$ cat src/rtl/progmem_fetch_master.sv
// Sequential program-word fetcher: single-outstanding Avalon-MM read master feeding a prefetch FIFO.
// Define PFETCH_ADDR_TAG_EN to store each word's address in the FIFO and expose fetch_addr.
module progmem_fetch_master #(
  parameter int ADDR_W     = 10,
  parameter int FIFO_DEPTH = 4
) (
  input  logic              clk,
  input  logic              rst_n,
  input  logic              fetch_en,
  input  logic              redirect_valid,
  input  logic [ADDR_W-1:0] redirect_addr,
  output logic              fetch_valid,
  input  logic              fetch_ready,
  output logic [31:0]       fetch_data,
`ifdef PFETCH_ADDR_TAG_EN
  output logic [ADDR_W-1:0] fetch_addr,
`endif
  output logic              fetch_err,
  output logic [ADDR_W-1:0] mst_address,
  output logic              mst_read,
  input  logic [31:0]       mst_readdata,
  input  logic [1:0]        mst_response,
  input  logic              mst_waitrequest
);
  localparam int PTR_W = $clog2(FIFO_DEPTH);
`ifdef PFETCH_ADDR_TAG_EN
  localparam int ENTRY_W = 32 + ADDR_W;
`else
  localparam int ENTRY_W = 32;
`endif
  localparam logic [PTR_W:0] DEPTH_C = (PTR_W+1)'(FIFO_DEPTH);

  typedef enum logic {IDLE, READ} state_e;

  state_e              state_q;
  logic                mst_read_q;
  logic                err_q, err_d;
  logic                drop_q;
  logic [ADDR_W-1:0]   mst_addr_q;
  logic [ADDR_W-1:0]   ptr_q, ptr_d;
  logic [PTR_W-1:0]    wr_ptr_q, rd_ptr_q;
  logic [PTR_W:0]      count_q, count_d;
  logic [ENTRY_W-1:0]  mem_q [FIFO_DEPTH];
  logic [ENTRY_W-1:0]  push_entry, head_entry;
  logic                complete, resp_ok, push, pop, issue_ok;

  assign complete = mst_read_q && !mst_waitrequest;
  assign resp_ok  = (mst_response == 2'b00);
  // Redirect flushes the FIFO, so it overrides both a landing word and a consumer pop.
  assign push     = complete && resp_ok && !drop_q && !redirect_valid;
  assign pop      = (count_q != '0) && fetch_ready && !redirect_valid;

  // NOTE: every always_comb output gets a default first so no path can infer a latch.
  always_comb begin
    count_d = count_q;
    ptr_d   = ptr_q;
    err_d   = err_q;
    if (redirect_valid) begin
      count_d = '0;
      ptr_d   = redirect_addr;
      err_d   = 1'b0;
    end else begin
      if (push && !pop) count_d = count_q + (PTR_W+1)'(1);
      else if (pop && !push) count_d = count_q - (PTR_W+1)'(1);
      if (push) ptr_d = ptr_q + ADDR_W'(1);
      if (complete && !resp_ok && !drop_q) err_d = 1'b1;
    end
  end

  // Judged on post-edge occupancy: a word landing now already holds its slot.
  assign issue_ok = fetch_en && !err_d && (count_d < DEPTH_C);

  // NOTE: state registers use non-blocking assignments so each samples pre-edge values.
  always_ff @(posedge clk or negedge rst_n) begin
    if (!rst_n) begin
      state_q    <= IDLE;
      mst_read_q <= 1'b0;
      mst_addr_q <= '0;
      ptr_q      <= '0;
      err_q      <= 1'b0;
      drop_q     <= 1'b0;
    end else begin
      ptr_q <= ptr_d;
      err_q <= err_d;
      case (state_q)
        IDLE: begin
          if (issue_ok) begin
            state_q    <= READ;
            mst_read_q <= 1'b1;
            mst_addr_q <= ptr_d;
          end
        end
        READ: begin
          if (complete) begin
            drop_q <= 1'b0;
            if (issue_ok) begin
              mst_addr_q <= ptr_d;
            end else begin
              state_q    <= IDLE;
              mst_read_q <= 1'b0;
            end
          end else if (redirect_valid) begin
            drop_q <= 1'b1;
          end
        end
        default: state_q <= IDLE;
      endcase
    end
  end

  always_ff @(posedge clk or negedge rst_n) begin
    if (!rst_n) begin
      wr_ptr_q <= '0;
      rd_ptr_q <= '0;
      count_q  <= '0;
    end else begin
      count_q <= count_d;
      if (redirect_valid) begin
        wr_ptr_q <= '0;
        rd_ptr_q <= '0;
      end else begin
        if (push) wr_ptr_q <= wr_ptr_q + PTR_W'(1);
        if (pop)  rd_ptr_q <= rd_ptr_q + PTR_W'(1);
      end
    end
  end

`ifdef PFETCH_ADDR_TAG_EN
  assign push_entry = {mst_addr_q, mst_readdata};
`else
  assign push_entry = mst_readdata;
`endif

  // NOTE: storage has no reset; fetch_valid (from count_q) guards every stale entry.
  always_ff @(posedge clk) begin
    if (push) mem_q[wr_ptr_q] <= push_entry;
  end

  assign head_entry  = mem_q[rd_ptr_q];
  assign fetch_valid = (count_q != '0);
  assign fetch_data  = head_entry[31:0];
`ifdef PFETCH_ADDR_TAG_EN
  assign fetch_addr  = head_entry[32 +: ADDR_W];
`endif
  assign fetch_err   = err_q;
  assign mst_read    = mst_read_q;
  assign mst_address = mst_addr_q;

endmodule

$ cat config.mk
export PLATFORM = sky130hd
export DESIGN_NAME = progmem_fetch_master
export DESIGN_NICKNAME = d
export VERILOG_FILES = /design/src/rtl/progmem_fetch_master.sv
export SDC_FILE = /design/constraint.sdc
export NUM_CORES = 1
export LEC_CHECK = 0
export CAP_MARGIN = 20
export CORE_AREA = 3 3 110 112
export CTS_BUF_LIST = sky130_fd_sc_hd__clkbuf_4 sky130_fd_sc_hd__clkbuf_8 sky130_fd_sc_hd__clkbuf_16
export CTS_CLUSTER_DIAMETER = 80
export DETAILED_ROUTE_END_ITERATION = 6
export DIE_AREA = 0 0 113 115
export DONT_BUFFER_PORTS = 1
export PLACE_DENSITY = 0.74
export SLEW_MARGIN = 20
export SYNTH_ARGS = -nofsm -noshare
export SYNTH_HDL_FRONTEND = slang
export SYNTH_SLANG_ARGS = --single-unit
$ cat constraint.sdc
create_clock -name clk -period 4 [get_ports clk]
set_input_delay 0.6 -clock clk [delete_from_list [all_inputs] [get_ports clk]]
set_output_delay 0.6 -clock clk [all_outputs]
set_load 0.03 [all_outputs]
Word level (Yosys, flattened, before mapping). Memory sizes are Yosys's and may differ from the RTL's. Index checks and enable logic that the tools add are counted.

Bits in writable memories: 128. Bits in registers: 31. Bits in latches: 0. Input bits: 50. ROM bits: 0. Logic and storage cells: 71. Memories: 1. Output and inout bits: 45.

Reduce and logical (&&, ||, !) cells: 26. $add $sub $neg: 5. Shift-type cells: 0. Divide/modulo/power cells: 0. $lt $le $gt $ge: 1. Muxes and demuxes: 25. Bitwise operators: 1. $mul: 0. Eq/ne operators: 3.

Memories: mem_q (depth 4, bits a word 32, read ports 1, clocked after Yosys merged registers in 0, wr ports 1, RTL line 43) `logic [ENTRY_W-1:0] mem_q [FIFO_DEPTH];`.

Operators by type and width (number): $mux 10 (4); $pmux 10 s2 (1); $logic_and 1x1->1 (12); $mux 1 (11); $add 10x1->10 const B (1); $mux 3 (3); $mux 2 (4); $logic_not 1->1 (7); $reduce_bool 2->1 (3); $add 2x1->2 const B (2); $ne 2x2->1 const B (2); $pmux 1 s2 (2); $add 3x1->3 const B (1); $lt 3x3->1 const B (1); $reduce_and 3->1 (1); $reduce_bool 3->1 (1); $sub 3x1->3 const B (1); $logic_not 2->1 (1); $ne 2x1->1 const B (1); $reduce_and 2->1 (1); $not 1->1 (1).

Depth between registers and ports, before layout. Gate-level depths: netlist of run 1.

Word-level depth: 15. Gate-level depth with buffers: 7. Gate-level depth less buffers: 7.

Worst setup path before layout of run 1. Ideal clock, no wire load.

Path kind: input port to flip-flop. From: in redirect_valid. To: mem mem_q[0][0], enable pin. Data required time: 3.532 ns. Setup slack: -0.097 ns. Data arrival time: 3.629 ns. Stages: 4. Setup time: 0.468 ns. Buffers on the path: 3. Cell sequence: clkbuf_1 > clkbuf_1 > clkbuf_1 > nor3b_1.

Word-level cells in the longest chain between the ends: 4.

RTL lines: start: declaration (RTL line 10) `input logic redirect_valid,`; $logic_not 1->1 (RTL line 50) `assign push = complete && resp_ok && !drop_q && !redirect_valid;`; $logic_and 1x1->1 (RTL line 50); $mux 1 (RTL line 136) `if (push) mem_q[wr_ptr_q] <= push_entry;`; $mux 1 (not written as such) (RTL line 136); end: declaration (RTL line 43).

No other way between the ends.

Worst setup path after layout of run 1.
From: reg mst_read_q, in the netlist mst_read. To: reg mst_addr_q[6], in the netlist mst_address[6].

Word-level cells in the longest chain between the ends: 14. Elaborated cells between the ends (all ways): 24. Those cells by class: 1 x order compare; 1 x eq/ne; 10 x mux; 12 x reduce/logical.

RTL lines: start: declaration (RTL line 36) `logic mst_read_q;`; start signal: assignment (RTL line 77) `mst_read_q <= 1'b0;`; start signal: assignment (RTL line 89) `mst_read_q <= 1'b1;`; start signal: assignment (RTL line 100) `mst_read_q <= 1'b0;`; $logic_and 1x1->1 * (RTL line 47) `assign complete = mst_read_q && !mst_waitrequest;`; $logic_and 1x1->1 (3 in a row) (RTL line 50); $logic_not 1->1 (RTL line 64) `else if (pop && !push) count_d = count_q - (PTR_W+1)'(1);`; $logic_and 1x1->1 (RTL line 64); $mux 3 (RTL line 64); $mux 3 (RTL line 63) `if (push && !pop) count_d = count_q + (PTR_W+1)'(1);`; $mux 3 (RTL line 58) `if (redirect_valid) begin`; $lt 3x3->1 (RTL line 71) `assign issue_ok = fetch_en && !err_d && (count_d < DEPTH_C);`; $logic_and 1x1->1 (RTL line 71); $mux 10 (RTL line 87, 96); $mux 10 (RTL line 94) `if (complete) begin`; $pmux 10 s2 (RTL line 85) `case (state_q)`; end signal: assignment (RTL line 90) `mst_addr_q <= ptr_d;`; end signal: assignment (RTL line 97) `mst_addr_q <= ptr_d;`; end: declaration (RTL line 39) `logic [ADDR_W-1:0] mst_addr_q;`.

Mark *: on every way between the ends. The rest lies on a longest branch, timed or not. The select of a mux whose other input is x is not followed. A chain may end at the register's enable or synchronous reset.

==> results of run 1 <==
## power groups by stage
stage | Sequential [mW] | Clock, mW | Combinational, mW
3_3_place_gp | 2.15 | 0 | 0.813
3_5_place_dp | 2.15 | 0 | 0.822
4_1_cts | 2.12 | 1.41 | 0.832
5_1_grt | 2.14 | 1.49 | 0.876
2_1_floorplan | 2.07 | 0 | 0.792
6_report | 2.12 | 1.37 | 0.818
## state kept, by name, indices dropped and copies added (netlist names)
name         flops
mem_q          128
mst_address     10
ptr_q           10
count_q          3
rd_ptr_q         2
wr_ptr_q         2
drop_q           1
fetch_err        1
mst_read         1
state_q          1
## path summary, 6_finish.rpt
path                                  endpoint      startpoint  cells after the start
min in group asynchronous       mst_address[2]           rst_n                      2
worst min register to register          drop_q         state_q                      1
worst max-delay path            mst_address[6]        mst_read                      5
worst min-delay path               rd_ptr_q[1]  redirect_valid                      1
max in group asynchronous          rd_ptr_q[0]           rst_n                      2
worst max register to register  mst_address[6]        mst_read                      5
## logic make-up (layout without fill, tap and decap cells)
| group | Yosys count | count (layout) | synth area share |
|---|---|---|---|
| muxes | 43 | 43 | 0.139 |
| DFF | 159 | 159 | 0.731 |
| buffers and inverters | 21 | 50 | 0.0139 |
| AOI/OAI and AO/OA | 26 | 26 | 0.0313 |
| xor gates and xnor gates | 13 | 13 | 0.0180 |
| and+or+nand+nor | 55 | 55 | 0.0487 |
| adders and majority gates | 9 | 9 | 0.0174 |
## cells in the final DEF (no fill, tap or decap), drive strengths merged, types with 5 or more instances in the layout
cell / Yosys / routed
clkbuf: 9 / 19
buf: 5 / 10
edfxtp: 128 / 128
nand3: 6 / 6
ha: 8 / 8
clkinv: 0 / 9
dfrtp: 31 / 31
nand2: 17 / 17
o21ai: 14 / 14
xor2: 9 / 9
inv: 7 / 7
nor2b: 5 / 5
mux4: 32 / 32
mux2: 10 / 10
nor2: 6 / 6
nor3b: 6 / 6
## routing by layer
metal | up-vias | GRT usage
met3 | 13 | 0.0721
li1 | 1319 | -
met2 | 86 | 0.268
met4 | 0 | 0.0625
met1 | 1473 | 0.213
met5 | - | 0
## area by class of cell
| type | instances | area [µm²] |
|---|---|---|
| Sequential cell | 159 | 4620 |
| Fill cell | 779 | 4240 |
| Multi-Input combinational cell | 146 | 1630 |
| Clock buffer | 19 | 440 |
| Tap cell | 143 | 179 |
| Timing Repair Buffer | 11 | 110 |
| Clock inverter | 13 | 75.1 |
| Inverter | 7 | 26.3 |
==> flow_summary.ini, run 1 <==
[worst_setup_path]
slowest_delay_ns = 0.65
critPathRequiredTime_ns = 4.29
worst-path-buf-inv = 0
cp.arrival_ns = 3.09
cp_slowest_cell = nor3b_2
rrSetupSlack_ns = 1.20
worstPathMaxFanout = 12
crit_type = reg2reg
path_cells = nor3b_2, and2_1, a2111oi_4, o211ai_4, mux2_4
cp-end-kind = flop
cp_top_family = simple AND/OR/NAND/NOR gates
critPathLaunchType = flop

[clock_tree]
post_cts_resized = 0
clkTransAtPathRegs_ns = 0.06
postCtsSetupBuffers = 0
clock_path_buffers = 2
clk_latency_ns = 0.41
postCtsHoldBufs = 2
cts_sinks = 159
cts_inserted_buffers = 17
clockRootBuffer = clkbuf_16
cts_tree = built
h-tree-depth = 4

[pwr]
power.switching_mw = 1.26
p_int_mw = 3.05
power_leakage_nw = 2.38
irDropWorstVdd_mv = 0.313
power_mw = 4.30
power.density_nw_per_um2 = 607
combPwrFrac = 0.190
clkPwrFrac = 0.318
seqPwrFrac = 0.492
swShare = 0.292

[placement]
dpl_cell_area_um2 = 6540
dp_cells = 464
dp_hpwl_mm = 6.86
preCtsSetupSlack_ns = 1.17
place_congestion = 0.777
io_buffers = 0

[route]
wl_met1_mm = 4.08
drt_iter0_drc = 211
vias_per_cell = 5.81
vias = 2891
drt_pass1_iterations = 4
routed-wl-met3_um = 869
routed.top_layer = met4
wl_per_cell_um = 20.6
wl_mm = 10.3
drc = 0
wl_met2_mm = 5.19
ant_nets = 0

[floorplanning]
die_y_um = 115
initial_core_util = 0.558
ios = 95
num_rows = 39
core-area_um2 = 11300
dieWidth_um = 113
dieArea_um2 = 13000

[synth]
post-synth-top-count-cell = edfxtp_1
synthDistinctLibCells = 41
syn_area_um2 = 6320
yosys.area.top_type = edfxtp_1
synth-edff-count = 128
synth_nets = 384
synth.avg_cell_area_um2 = 19.4
synth_seq_area_share = 0.731
ys_seq_elements = 159
synth_area_leaders = edfxtp_1, dfrtp_1, mux4_2, mux2_4, ha_1
synth_common_cells = edfxtp_1, mux4_2, dfrtp_1
netlist_instances = 326
async_reset_ff_frac = 0.195
synthFlopType = edfxtp_1
synth_top_area_frac = 0.608
ys_warn_count = 0

[timing]
setup_viol = 0
hold_viol_final = 0
final_max_slew_viol_count = 0
timing.final.ws_setup_ns = 1.20
rsz0062_at_grt = no
relSlewSlack = 0.445
max_freq_mhz = 358
min_period_ns = 2.80
tightestPinTransition_ns = 0.832
finalSetupTns_ns = 0
fin_worst_skew_ns = 0.00701
post-route-period-util = 0.699
whs_ns = 0.257

[final_layout]
final_util = 0.626
fin_area_um2 = 7080
diodes = 0
layout-area-overhead-vs-synth_pct = 12.1
finalNonFillerCells = 498
final_nets = 400
drive_gt1_frac = 0.265

[global_route]
grt_pass1_wl_mm = 16.5
grt_max_degree = 38
grt_usage = 0.170
antenna_found_initial = 0
first_global_vias = 3061
grt.overflow.total = 0

[worst_hold_path]
hold_class = in2reg

[job]
cap_violations = 0

[outcome]
outcome = completed
Note: power is estimated with default switching activity, not from simulation.
==> run 2: changes to the inputs <==
--- a/config.mk
+++ b/config.mk
@@ -6,13 +6,13 @@
 export NUM_CORES = 1
 export LEC_CHECK = 0
 export CAP_MARGIN = 20
-export CORE_AREA = 3 3 110 112
+export CORE_AREA = 3 3 107 109
 export CTS_BUF_LIST = sky130_fd_sc_hd__clkbuf_4 sky130_fd_sc_hd__clkbuf_8 sky130_fd_sc_hd__clkbuf_16
 export CTS_CLUSTER_DIAMETER = 80
 export DETAILED_ROUTE_END_ITERATION = 6
-export DIE_AREA = 0 0 113 115
+export DIE_AREA = 0 0 110 112
 export DONT_BUFFER_PORTS = 1
-export PLACE_DENSITY = 0.74
+export PLACE_DENSITY = 0.75
 export SLEW_MARGIN = 20
 export SYNTH_ARGS = -nofsm -noshare
 export SYNTH_HDL_FRONTEND = slang
==> constraint.sdc (replaced) <==
create_clock -name clk -period 2.77 [get_ports clk]
set_input_delay 0.4155 -clock clk [delete_from_list [all_inputs] [get_ports clk]]
set_output_delay 0.4155 -clock clk [all_outputs]
set_load 0.03 [all_outputs]
==> run 2 against run 1 <==
Register-to-register slack lost 0.79 ns. Sequential power is 41% higher. Clock skew hardly changed. Critical path type is now reg2out. Highest routed layer unchanged.
==> flow_summary.ini, run 2 (same netlist as run 1, synthesis figures left out) <==
[outcome]
outcome = completed

[pwr]
power.switching_mw = 1.95
irDropWorstVdd_mv = 0.630
combPwrFrac = 0.204
clkPwrFrac = 0.351
seqPwrFrac = 0.445
p_int_mw = 4.76
power_leakage_nw = 2.61
swShare = 0.291
power_mw = 6.71
power.density_nw_per_um2 = 887

[global_route]
grt.busiest_layer = met2
global_route.usage.met3 = 0.0783
antenna_found_initial = 0
grt_pass1_wl_mm = 18.3
grt.overflow.total = 0
grt_use_met2 = 0.341
first_global_vias = 3463
grt_usage = 0.205
grt_max_degree = 33
grt_use_met1 = 0.242

[timing]
rsz0062_at_grt = no
setup_viol = 0
tightestPinTransition_ns = 0.540
fin_worst_skew_ns = 0.00683
final_max_slew_viol_count = 0
relSlewSlack = 0.638
hold_viol_final = 0
post-route-period-util = 0.894
min_period_ns = 2.48
max_freq_mhz = 404
whs_ns = 0.0360

[clock_tree]
clockRootBuffer = clkbuf_8
cts_sinks = 159
clock_path_buffers = 2
clkTransAtPathRegs_ns = 0.06
clk_latency_ns = 0.53
cts_tree = built
cts_inserted_buffers = 17
postCtsSetupBuffers = 0
h-tree-depth = 4
post_cts_resized = 0
postCtsHoldBufs = 37

[worst_setup_path]
critPathLaunchType = flop
cp_top_family = multiplexers
cp_slowest_cell = mux4_2
cp.arrival_ns = 2.06
rrSetupSlack_ns = 0.41
crit_type = reg2out
worst-path-buf-inv = 1
r2r_start = count_q[1]
worstPathMaxFanout = 26
r2r_cells = 7
critPathRequiredTime_ns = 2.35
slowest_delay_ns = 0.67
cp-end-kind = output port
path_cells = buf_12, mux4_2
reg2reg_to = mst_address[4]

[route]
drt_pass1_iterations = 4
ant_nets = 0
drt_iter0_drc = 218
wl_per_cell_um = 21.2
wl_mm = 11.3
vias = 3085
vias_per_cell = 5.80
drc = 0

[placement]
place_congestion = 0.815
dp_hpwl_mm = 6.84
io_buffers = 0

[floorplanning]
core-area_um2 = 10700
ios = 95
num_rows = 38
dieWidth_um = 110
dieArea_um2 = 12300
initial_core_util = 0.591
die_y_um = 112

[final_layout]
diodes = 0
final_util = 0.707
drive_gt1_frac = 0.250
multi_input_area_um2 = 1660
nFillCells = 674
final_nets = 437
final_common_cell = edfxtp_1
top_register = mem_q
largest_reg_flops = 128
register_area_um2 = 4620
layout-area-overhead-vs-synth_pct = 19.7
layout_common_cells = edfxtp_1, dlygate4sd3_1, mux4_2

[job]
cap_violations = 0

[worst_hold_path]
min_to = ptr_q[6]
hp-start = redirect_valid
hold_depth = 1
hold_class = in2reg
==> run 2: cell types whose count changed in the layout (fill, tap and decap cells not counted), moves of 2 or more <==
cell and delta:
dlygate4sd3_1 +35, clkinv_2 -4, nor3b_2 -4, nor3b_4 +4, bufinv_16 +3, clkbuf_8 +3
clkinv_1 -3, buf_4 +2
==> run 2: final cells by class <==
type	count	area share
multi-input cells	146	0.219
clock buffers	21	0.0604
flip-flops and latches	159	0.611
inverters	7	0.00347
repair buffers	48	0.0629
clock inverters	11	0.0205
well taps	140	0.0232
==> run 2: worst max path at each step <==
stage                endpoint  cells past startpoint   startpoint
6_report        fetch_data[2]                      2  rd_ptr_q[0]
4_1_cts         fetch_data[2]                      2  rd_ptr_q[0]
5_1_grt         fetch_data[2]                      2  rd_ptr_q[0]
3_3_place_gp   mst_address[0]                      7   count_q[1]
2_1_floorplan     mem_q[0][0]                      4     mst_read
3_5_place_dp   mst_address[4]                      7   count_q[1]
==> run 2: power by group through the flow <==
stage	registers [mW]	logic (mW)	clock network, mW
after floorplan	2.98	1.14	0
after CTS	2.99	1.39	2.40
after detailed placement	3.03	1.31	0
after global routing	3.01	1.46	2.51
final	2.99	1.37	2.35
after global placement	3.03	1.27	0
==> run 2: layer usage <==
| metal | part of all wire | routed length, µm |
|---|---|---|
| met5 | 0 | 0 |
| met2 | 0.53 | 5960 |
| met1 | 0.38 | 4280 |
| met4 | 0.014 | 157 |
| met3 | 0.079 | 895 |
==> run 2: worst reg2reg max path, cell delays in order (launching register included) <==
cell and delay [ns]:
dfrtp_1 0.40, inv_1 0.13, ha_1 0.21, and4bb_2 0.27
a2bb2oi_2 0.17, a2111oi_4 0.44, o211ai_4 0.26, mux2_4 0.37
==> run 2: metrics by stage <==
stage | worst slack (ns) | cell area, µm² | cells | setup TNS (ns)
floorplan | -0.144 | 6340 | 326 | -18.43
global placement | 0.537 | 6570 | 463 | 0
detailed placement | 0.439 | 6570 | 463 | 0
CTS | 0.235 | 7560 | 532 | 0
global route | 0.193 | 7560 | 532 | 0
finish | 0.294 | 7560 | 532 | 0
